$ cat src/rtl/mux_if.sv
// Signal bundle between the counter/register datapath and the output-select mux.
interface mux_if #(
  parameter int unsigned WIDTH = 8
);
  logic             counter_carry;
  logic [WIDTH-1:0] counter_value;
  logic [WIDTH-1:0] register_2_msb;
  logic [WIDTH-1:0] register_2_lsb;
  logic [2:0]       sel;
  logic [WIDTH-1:0] data_out;
  logic             sel_err;

  // Datapath side: drives the sources and select, reads the registered result.
  modport master (
    output counter_carry,
    output counter_value,
    output register_2_msb,
    output register_2_lsb,
    output sel,
    input  data_out,
    input  sel_err
  );

  // Mux side.
  modport slave (
    input  counter_carry,
    input  counter_value,
    input  register_2_msb,
    input  register_2_lsb,
    input  sel,
    output data_out,
    output sel_err
  );
endinterface

$ cat src/rtl/mux.sv
// Registered 4:1 output-select mux for the counter/register datapath.
// Reserved select codes produce zero data and raise sel_err for that cycle.
module mux #(
  parameter int unsigned WIDTH = 8
) (
  input logic   clk,
  input logic   rst_n,
  mux_if.slave  bus
);

  localparam logic [2:0] MuxSelCounterCarry  = 3'd0;
  localparam logic [2:0] MuxSelCounterValue  = 3'd1;
  localparam logic [2:0] MuxSelRegister2Msb  = 3'd2;
  localparam logic [2:0] MuxSelRegister2Lsb  = 3'd3;

  logic [WIDTH-1:0] data_d, data_q;
  logic             err_d, err_q;

  // Decode the select against the sources sampled this cycle.
  always_comb begin
    data_d = '0;
    err_d  = 1'b0;
    case (bus.sel)
      MuxSelCounterCarry: data_d = {{(WIDTH-1){1'b0}}, bus.counter_carry};
      MuxSelCounterValue: data_d = bus.counter_value;
      MuxSelRegister2Msb: data_d = bus.register_2_msb;
      MuxSelRegister2Lsb: data_d = bus.register_2_lsb;
      default:            err_d  = 1'b1;
    endcase
  end

  // Output register; async reset clears both outputs immediately.
  always_ff @(posedge clk or negedge rst_n) begin
    if (!rst_n) begin
      data_q <= '0;
      err_q  <= 1'b0;
    end else begin
      data_q <= data_d;
      err_q  <= err_d;
    end
  end

  assign bus.data_out = data_q;
  assign bus.sel_err  = err_q;

endmodule

$ cat src/flat_wrapper.sv
// flat-port wrapper written by rule: the top's interface ports become plain ports
module mux_flat 
#(
  parameter int unsigned WIDTH = 8
)
  (clk, rst_n, bus_counter_carry, bus_counter_value, bus_register_2_msb, bus_register_2_lsb, bus_sel, bus_data_out, bus_sel_err);
  mux_if #(.WIDTH(WIDTH)) bus_i ();
  input logic clk;
  input logic rst_n;
  input wire logic [$bits(bus_i.counter_carry)-1:0] bus_counter_carry;
  input wire logic [$bits(bus_i.counter_value)-1:0] bus_counter_value;
  input wire logic [$bits(bus_i.register_2_msb)-1:0] bus_register_2_msb;
  input wire logic [$bits(bus_i.register_2_lsb)-1:0] bus_register_2_lsb;
  input wire logic [$bits(bus_i.sel)-1:0] bus_sel;
  output wire logic [$bits(bus_i.data_out)-1:0] bus_data_out;
  output wire logic [$bits(bus_i.sel_err)-1:0] bus_sel_err;
  assign bus_i.counter_carry = bus_counter_carry;
  assign bus_i.counter_value = bus_counter_value;
  assign bus_i.register_2_msb = bus_register_2_msb;
  assign bus_i.register_2_lsb = bus_register_2_lsb;
  assign bus_i.sel = bus_sel;
  assign bus_data_out = bus_i.data_out;
  assign bus_sel_err = bus_i.sel_err;
  mux #(.WIDTH(WIDTH)) u_core (.clk(clk), .rst_n(rst_n), .bus(bus_i));
endmodule
$ cat config.mk
export PLATFORM = sky130hd
export DESIGN_NAME = mux_flat
export DESIGN_NICKNAME = d
export VERILOG_FILES = /design/src/rtl/mux_if.sv /design/src/rtl/mux.sv /design/src/flat_wrapper.sv
export SDC_FILE = /design/constraint.sdc
export NUM_CORES = 1
export LEC_CHECK = 0
export BUFFER_PORTS_ARGS = -buffer_cell sky130_fd_sc_hd__buf_4
export CAP_MARGIN = 0
export CORE_UTILIZATION = 35
export CTS_CLUSTER_DIAMETER = 80
export DETAILED_ROUTE_END_ITERATION = 10
export GPL_TIMING_DRIVEN = 0
export MAX_ROUTING_LAYER = met4
export PLACE_DENSITY = 0.74
export SETUP_SLACK_MARGIN = 0.4
export SYNTH_ARGS = -nofsm -noshare
export SYNTH_HDL_FRONTEND = slang
export SYNTH_SLANG_ARGS = --single-unit
$ cat constraint.sdc
create_clock -name clk -period 0.8 [get_ports clk]
set_input_delay 0.04 -clock clk [delete_from_list [all_inputs] [get_ports clk]]
set_output_delay 0.04 -clock clk [all_outputs]
set_load 0.01 [all_outputs]
==> results.py, run 1 <==
metrics = {
    "synth": {
        "seq_area_frac_synth_pct": 49.18,
        "synth_area_sq_um": 457.9,
        "synth_edf_count": 0,
        "yosys-top-cells-count": "dfrtp_1, a211oi_1, a21oi_1, mux2i_1, clkbuf_1",
        "avgSynthCellArea_sq_um": 12.38,
        "synth_area_leader_cell": "dfrtp_1",
        "synthesis.nets": 67,
        "yosysWarnings": 0,
        "synth.most_common_cell": "dfrtp_1",
        "synth-main-ff-cell": "dfrtp_1",
        "ys_types": 10,
        "synth_cells": 37,
        "synth_area_leaders": "dfrtp_1, mux2i_1, a211oi_1",
        "async_flop_share_pct": 100.0,
        "ys_seq_elements": 9,
        "synth_top_area_share_pct": 49.18,
    },
    "place": {
        "gp_congestion": 0.7735,
        "place_inst": 87,
        "io_buffer_count": 36,
        "place_area_sq_um": 753.2,
    },
    "status": {
        "status": "did not finish",
        "error": "[ERROR DPL-0033] detailed placement checks failed during check placement.",
        "stop_stage": "global routing (5_1_grt)",
    },
    "floorplan": {
        "num_rows": 12,
        "fp.dieW_um": 38.17,
        "io-pin-count": 39,
        "initial_core_util_pct": 39.61,
        "die_y_um": 38.17,
    },
    "timing": {
        "worst-ep-kind": "output port",
        "worstEndpointGrtRepair": "bus_data_out[5]",
    },
    "cts": {
        "htree_num_levels": 1,
        "cts_buffers": 3,
        "cts_root_buf": "clkbuf_4",
        "clk_path_buf_depth": 2,
        "clock_sinks": 9,
    },
    "global_route": {
        "antenna_found_initial": 0,
        "grt_max_degree": 10,
    },
}
## cell families after synthesis
group,synth area share [%]
AO/OA/AOI/OAI,19.12
flip-flops,49.18
multiplexers,20.22
buffers and inverters,8.468
AND/OR/NAND/NOR,3.005
## per-stage QoR
stage	hold slack [ns]	worst slack, ns	utilization [%]
2_1_floorplan	-0.2556	0.05537	-
3_3_place_gp	-0.1387	-0.1003	65.15
3_5_place_dp	-0.1358	-0.1004	65.15
4_1_cts	0.08179	0.01873	90.48
## what timing repair did
item,in CTS
hold endpoints to repair,9
resized for setup,39
hold buffers,1
setup buffers,5
pin swaps,7
cloned,2
setup endpoints to repair,17
==> inputs of run 2 (changes only) <==
Settings changed: CORE_AREA from default to 2 2 63 65, CORE_UTILIZATION 35 to default, CTS_CLUSTER_DIAMETER 80 to default, DIE_AREA from default to 0 0 65 67, MAX_ROUTING_LAYER met4 to default, PLACE_DENSITY 0.74 to default, PLACE_DENSITY_LB_ADDON from default to 0.15, SETUP_SLACK_MARGIN 0.4 to default.
==> results.py, run 2 <==
metrics = {
    "status": {
        "status": "finished clean",
    },
    "routing": {
        "route.met2.wl_um": 593,
        "drtAntennaViolNets": 0,
        "wl_per_cell_um": 9.540,
        "routed_wl_um": 1202,
        "wl_met3_um": 89,
        "viasPerCell": 3.310,
        "drtPass1Iterations": 4,
        "drt_iter0_markers": 14,
        "vias": 417,
        "met1_length_um": 519,
        "drc": 0,
        "top_layer_used": "met3",
    },
    "cells_and_area": {
        "largest_reg_flops": 8,
        "diodes": 0,
        "final_cell_mix": "buf_4, dfrtp_1, mux2i_1, a21oi_1, a211oi_1",
        "final_nets": 109,
        "final_cells": 126,
        "layout_commonest_cell": "buf_4",
        "area_growth_pct": 84.15,
        "fillCellCount": 401,
        "drive_above_1_share_pct": 56.41,
        "final_area_sq_um": 843.3,
    },
    "timing": {
        "maxSlewViolCount": 0,
        "fmax_mhz": 1320,
        "max_slew.worst_pin.slew_ns": 0.4686,
        "setup_viol": 0,
        "rsz0062_at_grt": "false",
        "min_period_over_period_pct": 94.67,
        "hold_viol_final": 0,
        "fin_crit_ns": 0.7574,
        "max_slew_margin_pct": 68.76,
        "setup_slack_ns": 0.04261,
    },
    "cts": {
        "clk_path_buf_depth": 2,
        "clock_sinks": 9,
        "cts_tree": "built",
        "cts_hold_buf": 1,
        "cts_root_buf": "clkbuf_8",
        "clkTransAtPathRegs_ns": 0.04,
        "cts_buffers": 3,
        "post-cts-setup-buffer-count": 0,
        "ctsResizeCount": 0,
        "htree_num_levels": 1,
    },
    "synth": {
        "async_flop_share_pct": 100.0,
        "synthMuxAreaShare_pct": 20.22,
        "synth.most_common_cell": "dfrtp_1",
        "seq_area_frac_synth_pct": 49.18,
        "synth_top_family_by_area": "multiplexers",
        "synth_compound_area_share_pct": 19.13,
        "synth_area_leaders": "dfrtp_1, mux2i_1, a211oi_1",
        "avgSynthCellArea_sq_um": 12.38,
        "yosys.area_share.simple_pct": 3.005,
        "synth_xor_area_share_pct": 0,
        "synth_edf_count": 0,
        "synth_cells": 37,
        "synth-main-ff-cell": "dfrtp_1",
        "yosys.area_share.adder_pct": 0,
        "synth_area_sq_um": 457.9,
        "ys_seq_elements": 9,
        "synthesis.nets": 67,
        "ys_types": 10,
        "yosys-top-cells-count": "dfrtp_1, a211oi_1, a21oi_1, mux2i_1, clkbuf_1",
        "yosysWarnings": 0,
        "synth_area_leader_cell": "dfrtp_1",
        "synth_top_area_share_pct": 49.18,
    },
    "place": {
        "io_buffer_count": 36,
        "place_area_sq_um": 788.3,
        "gp_congestion": 0.6751,
        "place_inst": 121,
        "pre_cts_ws_ns": -0.1175,
    },
    "setup_path": {
        "crit_start": "u_core.bus.data_out[2]",
        "slowest_stage": "dfrtp_1",
        "crit_fanout": 1,
        "crit_buf_inv": 1,
        "crit_end": "bus_data_out[2]",
        "endpoint_kind": "primary output",
        "crit_type": "flip-flop to primary output",
        "crit_chain": "buf_4",
        "start_kind": "flip-flop",
        "cp_top_family": "flip-flops",
        "critPathArrivalTime_ns": 0.72,
        "slowest_delay_ns": 0.35,
        "worst-path-stages": 1,
        "required_ns": 0.76,
    },
    "pwr": {
        "p_per_area_nw_per_um2": 1527,
        "p_leak_nw": 0.4121,
        "irDropWorstVdd_mv": 0.3230,
        "power_mw": 1.288,
    },
    "global_route": {
        "track_usage_pct": 6.047,
        "grt_max_degree": 11,
        "grt_first_pass_wirelength_um": 1918,
        "antenna_found_initial": 0,
        "grt_pass1_vias": 454,
        "overflow": 0,
    },
    "floorplan": {
        "fp.dieArea_sq_um": 4355,
        "num_rows": 22,
        "initial_core_util_pct": 12.70,
        "die_y_um": 67,
        "io-pin-count": 39,
        "fp.dieW_um": 65,
        "core_area_sq_um": 3606,
    },
    "job": {
        "cap_violations": 0,
    },
    "worst_hold_path": {
        "hold_path_startpoint": "bus_register_2_msb[7]",
        "hp-class": "primary input to flip-flop",
    },
}
[run 2: layout make-up]
type / count / area (sq um) / share of cell area (%)
flip-flops and latches: 9 / 225.2 / 26.71
plain buffers: 5 / 38.79 / 4.599
well taps: 48 / 60.06 / 7.122
clock buffers: 4 / 45.04 / 5.341
multi-input cells: 23 / 193.9 / 23.00
repair buffers: 37 / 280.3 / 33.23
[run 2: how the worst min path moves through the flow]
| stage | cells past startpoint | slack, ns | endpoint |
|---|---|---|---|
| after global placement | 1 | -0.13 | u_core.bus.data_out[0] |
| final | 3 | 0.16 | u_core.bus.data_out[7] |
| after floorplan | 0 | -0.26 | u_core.bus.data_out[0] |
| after detailed placement | 1 | -0.13 | u_core.bus.data_out[5] |
| after CTS | 3 | 0.15 | u_core.bus.data_out[2] |
| after global routing | 3 | 0.16 | u_core.bus.data_out[3] |
[run 2: stage by stage]
step / TNS, ns / util, % / hold slack [ns]
after global placement: -0.1543 / 21.86 / -0.1342
final: 0 / 23.39 / 0.1552
after global routing: 0 / 23.39 / 0.1643
after detailed placement: -0.1662 / 21.86 / -0.1347
after CTS: 0 / 23.39 / 0.1529
after floorplan: 0 / - / -0.2556
[run 2: cell families after synthesis]
kind of cell           after synthesis
multiplexers                         8
buffers and inverters                5
flip-flops                           9
AND/OR/NAND/NOR                      1
AO/OA/AOI/OAI                       14
[run 2: per-layer routing]
layer	vias to the layer above	global-route usage [%]
met5	-	0
met4	0	3.989
met3	0	1.520
met2	20	10.05
met1	179	6.844
li1	218	-
[run 2: where the power goes]
group / internal [mW] / switching, mW
logic: 0.184 / 0.111
registers: 0.487 / 0.00738
clock network: 0.345 / 0.153
total: 1.02 / 0.272
Note: power is estimated with default switching activity, not from simulation.
